==> src/rtl/axi_r_w2n_data_splitter.sv <==
// AXI read-data wide-to-narrow splitter: one burst at a time, each wide R beat is cut into narrow beats.
// Optional RLAST consistency check is built when AXI_R_W2N_LAST_CHECK_EN is defined.
module axi_r_w2n_data_splitter #(
  parameter int WIDE_DATA_WIDTH   = 64,
  parameter int NARROW_DATA_WIDTH = 32,
  parameter int ID_WIDTH          = 8,
  localparam int RATIO  = WIDE_DATA_WIDTH / NARROW_DATA_WIDTH,
  localparam int LANE_W = (RATIO > 1) ? $clog2(RATIO) : 1
) (
  input  logic                         clk,
  input  logic                         rst,
  input  logic                         cmd_valid,
  output logic                         cmd_ready,
  input  logic [LANE_W-1:0]            cmd_lane,
  input  logic [7:0]                   cmd_len,
  input  logic [ID_WIDTH-1:0]          cmd_id,
  input  logic [WIDE_DATA_WIDTH-1:0]   s_rdata,
  input  logic [1:0]                   s_rresp,
  input  logic                         s_rlast,
  input  logic                         s_rvalid,
  output logic                         s_rready,
  output logic [NARROW_DATA_WIDTH-1:0] m_rdata,
  output logic [1:0]                   m_rresp,
  output logic [ID_WIDTH-1:0]          m_rid,
  output logic                         m_rlast,
  output logic                         m_rvalid,
  input  logic                         m_rready,
  output logic                         err_last
);

  typedef enum logic [0:0] {IDLE = 1'b0, ACTIVE = 1'b1} state_t;
  localparam logic [LANE_W-1:0] LANE_MAX = LANE_W'(RATIO - 1);

  state_t                                   state_r;
  state_t                                   state_next_s;
  logic [LANE_W-1:0]                        lane_r;
  logic [7:0]                               cnt_r;
  logic [7:0]                               len_r;
  logic [ID_WIDTH-1:0]                      id_r;
  logic [WIDE_DATA_WIDTH-1:0]               hold_data_r;
  logic [1:0]                               hold_resp_r;
  logic                                     hold_full_r;
  logic [RATIO-1:0][NARROW_DATA_WIDTH-1:0]  lanes_s;
  logic                                     cmd_hs_s;
  logic                                     m_hs_s;
  logic                                     last_s;
  logic                                     release_s;
  logic                                     final_s;
  logic                                     s_hs_s;

  // Handshake decode; a wide beat is released on its top lane or on the burst's last narrow beat
  always_comb begin
    cmd_hs_s  = cmd_valid && cmd_ready;
    last_s    = hold_full_r && (cnt_r == len_r);
    m_hs_s    = hold_full_r && m_rready;
    release_s = m_hs_s && ((lane_r == LANE_MAX) || last_s);
    final_s   = m_hs_s && last_s;
    s_hs_s    = s_rvalid && s_rready;
  end

  assign cmd_ready = (state_r == IDLE) && !rst;
  assign s_rready  = (state_r == ACTIVE) && (!hold_full_r || release_s) && !final_s;

  assign lanes_s  = hold_data_r;
  assign m_rdata  = lanes_s[lane_r];
  assign m_rresp  = hold_resp_r;
  assign m_rid    = id_r;
  assign m_rlast  = last_s;
  assign m_rvalid = hold_full_r;

  // Burst state register
  always_ff @(posedge clk) begin
    if (rst) begin
      state_r <= IDLE;
    end else begin
      state_r <= state_next_s;
    end
  end

  // Next-state decode
  always_comb begin
    state_next_s = state_r;
    case (state_r)
      IDLE: begin
        if (cmd_hs_s) begin
          state_next_s = ACTIVE;
        end else begin
          state_next_s = IDLE;
        end
      end
      ACTIVE: begin
        if (final_s) begin
          state_next_s = IDLE;
        end else begin
          state_next_s = ACTIVE;
        end
      end
      default: state_next_s = IDLE;
    endcase
  end

  // Command context, narrow beat counters and the single-entry wide holding register
  always_ff @(posedge clk) begin
    if (rst) begin
      lane_r      <= '0;
      cnt_r       <= 8'd0;
      len_r       <= 8'd0;
      id_r        <= '0;
      hold_data_r <= '0;
      hold_resp_r <= 2'b00;
      hold_full_r <= 1'b0;
    end else begin
      if (cmd_hs_s) begin
        lane_r <= (RATIO == 1) ? '0 : cmd_lane;
        cnt_r  <= 8'd0;
        len_r  <= cmd_len;
        id_r   <= cmd_id;
      end else if (m_hs_s) begin
        lane_r <= (lane_r == LANE_MAX) ? '0 : lane_r + 1'b1;
        cnt_r  <= cnt_r + 8'd1;
      end
      if (s_hs_s) begin
        hold_data_r <= s_rdata;
        hold_resp_r <= s_rresp;
        hold_full_r <= 1'b1;
      end else if (release_s) begin
        hold_full_r <= 1'b0;
      end
    end
  end

`ifdef AXI_R_W2N_LAST_CHECK_EN
  // beat_end_r is one past the narrow index of the last lane in the next wide beat to arrive
  logic [9:0] beat_end_r;
  logic       err_last_r;

  // Expected RLAST is set on the wide beat whose lane range covers narrow index len
  always_ff @(posedge clk) begin
    if (rst) begin
      beat_end_r <= 10'd0;
      err_last_r <= 1'b0;
    end else begin
      if (cmd_hs_s) begin
        beat_end_r <= 10'(RATIO) - ((RATIO == 1) ? 10'd0 : 10'(cmd_lane));
      end else if (s_hs_s) begin
        beat_end_r <= beat_end_r + 10'(RATIO);
      end
      if (s_hs_s && (s_rlast != ({2'b00, len_r} < beat_end_r))) begin
        err_last_r <= 1'b1;
      end
    end
  end

  assign err_last = err_last_r;
`else
  logic unused_rlast_s;
  assign unused_rlast_s = s_rlast;
  assign err_last = 1'b0;
`endif

endmodule
==> config.mk <==
export PLATFORM = sky130hd
export DESIGN_NAME = axi_r_w2n_data_splitter
export DESIGN_NICKNAME = d
export VERILOG_FILES = /design/src/rtl/axi_r_w2n_data_splitter.sv
export SDC_FILE = /design/constraint.sdc
export NUM_CORES = 1
export LEC_CHECK = 0
export BUFFER_PORTS_ARGS = -buffer_cell sky130_fd_sc_hd__buf_2
export CAP_MARGIN = 25
export CORE_ASPECT_RATIO = 1.75
export CORE_MARGIN = 2
export CORE_UTILIZATION = 35
export CTS_CLUSTER_DIAMETER = 100
export CTS_CLUSTER_SIZE = 28
export DETAILED_ROUTE_END_ITERATION = 12
export PLACE_DENSITY = 0.57
export SLEW_MARGIN = 20
export SYNTH_ARGS = -nofsm -noshare
export SYNTH_HDL_FRONTEND = slang
export SYNTH_SLANG_ARGS = --single-unit
==> constraint.sdc <==
create_clock -name clk -period 2.1 [get_ports clk]
set_input_delay 0.105 -clock clk [delete_from_list [all_inputs] [get_ports clk]]
set_output_delay 0.105 -clock clk [all_outputs]
set_load 0.02 [all_outputs]
==> results.tsv, run 1 <==
metric	value	unit
Worst EP arrival	1.87	ns
TritonCTS Sinks	93	
setup repair after global routing missed its margin	false	
height of the die	175	um
setup clock skew after layout	0.0135	ns
most used standard cell by instance count after synthesis	dfxtp_1	
die boundary width	102	um
CTS tree	yes	
number of vias per cell after detailed routing	5.70	
met3 demand-to-capacity share in global routing	2.12	%
power density relative to cell area	676	nW/um2
pin count of the biggest net entering global routing	67	
distinct cell type count after synthesis	36	
detailed-route via count	5918	
EDFF count, synth	0	
Final Net Count	899	
CP Max Fanout	8	
maximum frequency from static timing analysis	505	MHz
Final GP Congestion	0.745	
Slew Limit Headroom	62.4	%
design area	7170	um2
maximum vdd ir drop	360	uV
count of fill cells added during filler insertion	1716	
I/O Pins	136	
number of warnings issued by yosys	0	
global routing met2 resource utilization	34.2	%
detailed placement HPWL	11300	um
outcome	complete, no violations	
Area growth syn-to-layout	22.2	%
Antenna Nets Post-Route	0	
cell taking the most area after synthesis	dfxtp_1	
final setup fails	0	
number of diodes added for antenna fixing	0	
post-layout instance count excluding filler cells	1038	
instance area at placement	6690	um2
effective utilization at floorplan	35.7	%
number of maximum-capacitance constraint violations	0	
number of cells produced by synthesis	719	
wire length of the first global-routing pass	29100	um
Core ar.	16400	um2
Setup crit start kind	flip-flop	
Cell Area, Synth	5860	um2
worst endpoint required time	2.00	ns
clock slew seen by the registers of the worst setup and hold paths	0.07	ns
Multi-input gate area	3620	um2
sort of element at the end of the critical path	primary output	
total wire length	18400	um
total number of placement rows	62	
ys async rst share	0	%
sequential-to-total area share from yosys stat	31.7	%
FF/Latch Area	1860	um2
master cell of the clock root buffer	clkbuf_16	
top-area cell type share of the netlist area	31.7	%
Slowest cell on crit path	or3_4	
CP cell instances	xor2_1 > or3_4 > nor3_4 > o22ai_1 > buf_2	
final worst path period share	94.2	%
total overflow reported by the global router	0	
final period demand of the worst path	1.98	ns
Power, Total	4.85	mW
synth cell count leaders	93 x dfxtp_1, 81 x o21ai_0, 71 x nand4_1	
initial antenna violation count	0	
cell total after placement	1006	
average cell area after synthesis	8.16	um2
sum of negative setup slack	0	ns
CTS Buf Count	9	
delay contributed by the slowest stage of the critical path	0.49	ns
TritonRoute pass-1 iters	5	
Slew @ Worst Pin	0.564	ns
number of port buffers	133	
Clock Latency Late Sink	0.35	ns
static leakage	2.81	nW
average wire length per cell after detail routing	17.8	um
residual DRC count	0	
CTS max path bufs	2	
syn_nets	809	
met1 usage in global routing	26.9	%
type of the tightest min-delay check	primary input to flip-flop	
final-report hold violation count	0	
vias in the first global route	5665	
layer with the highest usage after global routing	met2	
aggregate global-route resource usage	20.2	%
die area	17800	um2
ratio of cells with drive above 1 in the final layout	27.5	%
Most used DFF post-synth	dfxtp_1	
biggest area contributors in the synthesized netlist	dfxtp_1 32%, nor4b_1 9.9%, nand4_1 7.6%	
CTS H-Tree Depth	3	
Pins Over Slew Limit	0	
1st-iter DRT viols	372	
critical path class	flip-flop to primary output	
count of state elements after synthesis	93	
layout make-up:
| cell class | instances | area share, % |
|---|---|---|
| multi-input cells | 533 | 50.6 |
| repair buffers | 171 | 15.3 |
| inverters | 1 | 0.0524 |
| clock buffers | 9 | 3.14 |
| well taps | 224 | 3.91 |
| flip-flops and latches | 93 | 26.0 |
| clock inverters | 7 | 1.08 |
power breakdown:
part	switching [mW]	leakage, nW	internal, mW	total [mW]
registers	0.0563	0.760	1.88	1.94
logic	0.788	1.90	0.426	1.21
clock network	0.755	0.147	0.939	1.69
state kept, by name (all words and copies together) (netlist names):
register,count
m_rid,8
m_rresp,2
m_rvalid,1
len_r,8
state_r,1
hold_data_r,64
lane_r,1
cnt_r,8
critical path, delay by kind of cell (launching register included):
kind	cells	cell delay, ns
and+or+nand+nor	2	0.74
AOI/OAI and AO/OA	1	0.11
buffers and inverters	1	0.17
DFF	1	0.33
xor gates and xnor gates	1	0.18
per-stage QoR:
stage                     utilization, %  setup slack (ns)  hold slack [ns]
after global routing                43.6            0.0370           0.0215
after detailed placement            40.7             0.186            0.305
after global placement              40.7             0.214            0.300
after CTS                           43.6            0.0817          0.00680
final                               43.6             0.121           0.0106
after floorplan                        -             0.335            0.202
placed cells by master, fill, tap and decap left out, types with 2 or more instances in the layout:
cell type      count
dfxtp_1           92
mux2_2            32
a22oi_1           56
nor2b_1           66
mux2i_1            2
nand3_1           67
nor4b_1           66
dlygate4sd3_1     16
nand2_1           18
a22oi_2           10
o21ai_0           81
xor2_1            10
nand4_1           71
xnor2_1            6
nand2b_1          16
clkbuf_16          9
buf_12             8
nor2_1            11
and2_1             2
buf_4             15
nand2_2            2
and3_1             2
or2_2              2
inv_6              4
buf_2            132
path summary, 6_finish.rpt:
| path | cells after the start | start | slack [ns] | to |
|---|---|---|---|---|
| setup reg to reg | 5 | len_r[7] | 0.35 | hold_data_r[29] |
| setup / recovery | 5 | len_r[7] | 0.12 | s_rready |
| hold / removal | 3 | cmd_lane | 0.01 | lane_r |
| hold reg to reg | 2 | m_rid[0] | 0.47 | m_rid[0] |
layer usage:
layer,share of wire (%),vias to the layer above,wire length [um]
li1,-,2874,-
met1,44,2857,8150
met2,50,166,9290
met3,3.8,21,696
met4,1.7,0,307
met5,0,-,0
kinds of logic after synthesis:
group                    after synthesis  synth area share, %
buffers and inverters                 93                 7.00
AND/OR/NAND/NOR                      328                 35.1
adder cells (fa/ha/maj)                1                0.213
flip-flops                            93                 31.7
XOR/XNOR                              16                 2.39
AO/OA/AOI/OAI                        153                 17.0
other                                  1               0.0639
multiplexers                          34                 6.49
what timing repair did:
action,4_1_cts,5_1_grt
setup buffers,0,0
endpoints found under the setup margin,2,0
gates resized for setup,2,0
hold buffers,16,0
hold endpoints to repair,16,0
No activity file was read; power rests on OpenSTA's default activity.
==> inputs of run 2 (changes only) <==
- CELL_PAD_IN_SITES_DETAIL_PLACEMENT: unset -> 0
- CELL_PAD_IN_SITES_GLOBAL_PLACEMENT: unset -> 1
- CTS_CLUSTER_DIAMETER: 100 -> unset
- PLACE_DENSITY: 0.57 -> 0.73
- clock period: 2.1 -> 2.5 ns (I/O delays scaled with it)
==> results.tsv, run 2 (synthesis gave the netlist of run 1 again) <==
metric	value	unit
outcome	complete, no violations	
CP cell instances	xor2_1 > or3_2 > nor3_2 > o22ai_1 > buf_2	
1st-iter DRT viols	384	
detailed-route via count	6106	
TritonRoute pass-1 iters	5	
wire length of the first global-routing pass	31300	um
most common cell after layout, fill and taps aside	buf_2	
Clock Latency Late Sink	0.35	ns
final setup fails	0	
final core area utilization	43.2	%
type of the tightest min-delay check	primary input to flip-flop	
Sequential Power Share	39.5	%
number of port buffers	133	
CTS max path bufs	2	
clock slew seen by the registers of the worst setup and hold paths	0.07	ns
CTS tree	yes	
kind of cell adding the most delay to the critical path	simple AND/OR/NAND/NOR gates	
die area	17800	um2
Slowest cell on crit path	dfxtp_1	
maximum vdd ir drop	321	uV
Setup crit start kind	flip-flop	
Worst EP arrival	2.02	ns
CP Max Fanout	5	
power share of the clock group	36.0	%
delay contributed by the slowest stage of the critical path	0.46	ns
switching share of total power	32.2	%
Multi-input gate area	3610	um2
die boundary width	102	um
number of vias per cell after detailed routing	5.89	
I/O Pins	136	
Final Net Count	895	
Core ar.	16400	um2
Reg with most FFs	hold_data_r	
average wire length per cell after detail routing	18.7	um
final period demand of the worst path	2.14	ns
ratio of cells with drive above 1 in the final layout	27.0	%
final-report hold violation count	0	
total number of placement rows	62	
effective utilization at floorplan	35.7	%
FF/Latch Area	1860	um2
static leakage	2.77	nW
Power, Total	4.13	mW
aggregate global-route resource usage	21.6	%
TritonCTS Sinks	93	
post-CTS sizing	0	
sum of negative setup slack	0	ns
final worst path period share	85.7	%
initial antenna violation count	2	
setup repair after global routing missed its margin	false	
sort of element at the end of the critical path	primary output	
count of fill cells added during filler insertion	1686	
number of buffers and inverters on the critical path	1	
number of maximum-capacitance constraint violations	0	
height of the die	175	um
total overflow reported by the global router	0	
residual DRC count	0	
flip-flop count of the largest register, all copies and words added	64	
switching power of the nets	1.33	mW
master cell of the clock root buffer	clkbuf_16	
Pins Over Slew Limit	0	
power density relative to cell area	581	nW/um2
Slew @ Worst Pin	0.849	ns
setup clock skew after layout	0.00619	ns
Slew Limit Headroom	43.4	%
share of power burned in combinational logic	24.5	%
pin count of the biggest net entering global routing	68	
total wire length	19400	um
vias in the first global route	6262	
worst setup slack after placement	0.537	ns
cell total after placement	1002	
CTS Buf Count	9	
Area growth syn-to-layout	21.2	%
commonest non-fill, non-tap cells in the layout	132 x buf_2, 92 x dfxtp_1, 81 x o21ai_0	
worst endpoint required time	2.38	ns
CTS H-Tree Depth	3	
post-layout instance count excluding filler cells	1036	
design area	7110	um2
Antenna Nets Post-Route	0	
minimum hold slack	0.0294	ns
Internal	2.80	mW
Final GP Congestion	0.830	
instance area at placement	6630	um2
slack of the critical path	0.357	ns
maximum frequency from static timing analysis	467	MHz
critical path class	flip-flop to primary output	
detailed placement HPWL	11600	um
==> run 2: changes by cell type in the layout (fill, tap and decap cells not counted), moves of 2 or more <==
cell and change:
diode_2 +2, clkinvlp_4 +2, buf_12 -3, inv_6 -4
==> run 2: layer usage <==
metal / wire (um) / GRT usage, % / up-vias
li1: - / - / 2865
met1: 8070 / 26.7 / 2967
met2: 9480 / 35.4 / 228
met3: 1050 / 3.72 / 46
met4: 799 / 11.0 / 0
met5: 0 / 0 / -
==> run 2: final timing paths <==
kind	from	end	slack, ns	cells past startpoint
min reg2reg	m_rid[0]	m_rid[0]	0.47	2
max	cnt_r[3]	s_rready	0.36	5
max reg2reg	cnt_r[3]	hold_data_r[30]	0.52	5
min	cmd_lane	lane_r	0.03	3
==> run 2: layout make-up <==
class / count / share of cell area (%)
multi-input cells: 533 / 50.8
flip-flops and latches: 93 / 26.2
repair buffers: 167 / 14.4
well taps: 224 / 3.94
clock buffers: 10 / 3.22
clock inverters: 6 / 1.23
diodes: 2 / 0.0704
inverters: 1 / 0.0528
==> run 2: power by group through the flow <==
stage / Clock (mW) / Combinational, mW / Sequential, mW
after floorplan: 0 / 0.656 / 1.66
after global placement: 0 / 0.968 / 1.66
after detailed placement: 0 / 0.981 / 1.66
after CTS: 1.52 / 1.00 / 1.63
after global routing: 1.56 / 1.08 / 1.64
final: 1.49 / 1.01 / 1.63
==> run 2: worst reg2reg max path, cell delays in order (launching register included) <==
cell and delay [ns]:
dfxtp_1 0.46, xor2_1 0.13, or3_2 0.45, buf_4 0.40, a22oi_1 0.31, nand3_1 0.11
==> run 2: repair_timing <==
| action | 4_1_cts | 5_1_grt |
|---|---|---|
| buffers inserted | 0 | 0 |
| endpoints found under the hold margin | 16 | 0 |
| endpoints found under the setup margin | 0 | 0 |
| hold buffers | 16 | 0 |
==> inputs of run 3 (changes only) <==
- ABC_AREA: unset -> 1
- CORE_UTILIZATION: 35 -> 34
- PLACE_DENSITY: 0.73 -> 0.8
- clock period: 2.5 -> 2.1 ns (I/O delays scaled with it)
==> results.tsv, run 3 <==
metric	value	unit
outcome	complete, no violations	
maximum vdd ir drop	432	uV
number of port buffers	133	
master cell of the clock root buffer	clkbuf_16	
cell total after placement	875	
FF/Latch Area	1860	um2
initial antenna violation count	0	
final-report hold violation count	0	
effective utilization at floorplan	34.8	%
maximum frequency from static timing analysis	552	MHz
critical path class	flip-flop to flip-flop	
most used standard cell by instance count after synthesis	nand2_1	
TritonCTS Sinks	93	
uppermost signal routing layer after detailed routing	met4	
aggregate global-route resource usage	16.5	%
post-CTS sizing	0	
power density relative to cell area	767	nW/um2
Slowest cell on crit path	dfxtp_1	
commonest non-fill, non-tap cells in the layout	191 x nand2_1, 143 x nor2_1, 133 x buf_2	
sort of element at the end of the critical path	flip-flop	
Final GP Congestion	0.792	
Setup crit start kind	flip-flop	
delay contributed by the slowest stage of the critical path	0.39	ns
die boundary width	87.5	um
count of state elements after synthesis	93	
cell taking the most area after synthesis	dfxtp_1	
CP cell instances	inv_1 > nand2_1 > nand2_1 > nor2_1 > nand2_1 > nor2_1 > nand3_2 > nand4_4 > buf_12 > nand2_1 > nand2_1 > nor2_1	
slack of the worst reg-to-reg path	0.29	ns
syn_nets	721	
setup repair after global routing missed its margin	false	
Cell Area, Synth	4150	um2
sequential-to-total area share from yosys stat	44.9	%
pin count of the biggest net entering global routing	68	
die area	13100	um2
Pins Over Slew Limit	0	
Clock Latency Late Sink	0.34	ns
most common cell after layout, fill and taps aside	nand2_1	
sum of negative setup slack	0	ns
number of diodes added for antenna fixing	0	
setup clock skew after layout	0.00841	ns
total number of placement rows	53	
final period demand of the worst path	1.81	ns
EDFF count, synth	0	
Multi-input gate area	1780	um2
number of vias per cell after detailed routing	4.44	
Routed met1 length	4310	um
number of maximum-capacitance constraint violations	0	
Worst EP arrival	2.04	ns
TritonRoute pass-1 iters	4	
flip-flop count of the largest register, all copies and words added	64	
final setup fails	0	
type of the tightest min-delay check	primary input to flip-flop	
CTS Buf Count	9	
met2 WL post-DR	5530	um
CTS tree	yes	
Core ar.	11900	um2
static leakage	3.03	nW
vias in the first global route	4023	
height of the die	150	um
ratio of cells with drive above 1 in the final layout	20.2	%
Most used DFF post-synth	dfxtp_1	
total wire length	10600	um
detailed-route via count	4222	
number of cells produced by synthesis	631	
Antenna Nets Post-Route	0	
average wire length per cell after detail routing	11.2	um
Post-CTS Setup Repair Bufs	0	
total overflow reported by the global router	0	
CTS H-Tree Depth	3	
ys async rst share	0	%
worst reg-to-reg path cell count	12	
minimum hold slack	0.00748	ns
distinct cell type count after synthesis	23	
cell repeated most along the worst path	nand2_1	
clock slew seen by the registers of the worst setup and hold paths	0.06	ns
1st-iter DRT viols	136	
biggest area contributors in the synthesized netlist	dfxtp_1 45%, nand2_1 17%, nor2_1 13%	
hold bufs inserted after CTS	59	
Final Net Count	898	
CTS max path bufs	2	
Slew @ Worst Pin	0.749	ns
CP Max Fanout	44	
residual DRC count	0	
top-area cell type share of the netlist area	44.9	%
average cell area after synthesis	6.58	um2
detailed placement HPWL	7050	um
R2R Path Start	cnt_r[1]	
Area growth syn-to-layout	39.3	%
Hold Crit Start	s_rdata[33]	
post-layout instance count excluding filler cells	950	
Slew Limit Headroom	50.1	%
count of fill cells added during filler insertion	1269	
worst endpoint required time	2.33	ns
sum of met3 wire segment lengths after detailed routing	570	um
wire length of the first global-routing pass	17300	um
worst reg2reg path endpoint	hold_data_r[49]	
hold-critical path depth	3	
endpoint of the worst hold path	hold_data_r[33]	
synth cell count leaders	191 x nand2_1, 143 x nor2_1, 93 x dfxtp_1	
I/O Pins	136	
Reg with most FFs	hold_data_r	
final worst path period share	86.2	%
number of warnings issued by yosys	0	
[run 3: changes by cell type in the layout (fill, tap and decap cells not counted), sizes merged, moves of 57 or more]
cell   delta
nand4    -70
inv      +86
nor4b    -66
nand3    -57
nor2b    -66
nor2    +133
nand2   +171
a22oi    -66
[run 3: per-stage QoR]
stage	power, mW	setup slack (ns)	instance area [um2]	util [%]
after floorplan	2.51	0.525	4150	-
after global routing	4.68	0.0843	5780	48.4
after detailed placement	2.77	0.273	4890	41.0
after global placement	2.75	0.313	4890	41.0
final	4.43	0.289	5780	48.4
after CTS	4.50	0.251	5780	48.4
[run 3: worst max-delay path: cells and delay by family (launching register included)]
family | cells | cell delay, ns
and+or+nand+nor | 10 | 1.00
DFF | 1 | 0.39
buffers and inverters | 2 | 0.32
[run 3: worst max-delay path by stage]
stage,startpoint,endpoint,slack [ns],cells after the start
5_1_grt,cnt_r[1],hold_data_r[1],0.08,12
4_1_cts,cnt_r[1],hold_data_r[49],0.25,12
6_report,cnt_r[1],hold_data_r[49],0.29,12
3_5_place_dp,cnt_r[1],hold_data_r[49],0.27,12
3_3_place_gp,cnt_r[1],hold_data_r[11],0.31,12
2_1_floorplan,m_rvalid,hold_data_r[33],0.53,11
[run 3: area by class of cell]
cell class / instances / share of cell area [%]
inverter: 86 / 5.58
multi-input combinational: 419 / 30.8
timing repair buffer: 199 / 23.3
clock buffer: 10 / 4.13
sequential: 93 / 32.2
tap: 137 / 2.96
clock inverter: 6 / 1.06
[run 3: cell families after synthesis]
| kind of cell | Yosys count | synth area share (%) |
|---|---|---|
| and+or+nand+nor | 350 | 32.6 |
| buffers and inverters | 119 | 12.5 |
| DFF | 93 | 44.9 |
| AOI/OAI and AO/OA | 64 | 9.04 |
| xor gates and xnor gates | 3 | 0.633 |
| adders and majority gates | 1 | 0.301 |
| other | 1 | 0.0904 |
[run 3: power breakdown]
part           internal (mW)  leakage [nW]  total (mW)  switching, mW
logic                  0.349          2.12       0.854          0.506
clock network          0.952         0.149        1.62          0.670
registers               1.90         0.762        1.96         0.0555
total                   3.20          3.03        4.43           1.23
[run 3: routing by layer]
metal | vias to the layer above | GRT usage [%]
met2 | 111 | 28.8
met4 | 0 | 7.85
met1 | 1855 | 18.3
li1 | 2241 | -
met3 | 15 | 4.28
met5 | - | 0
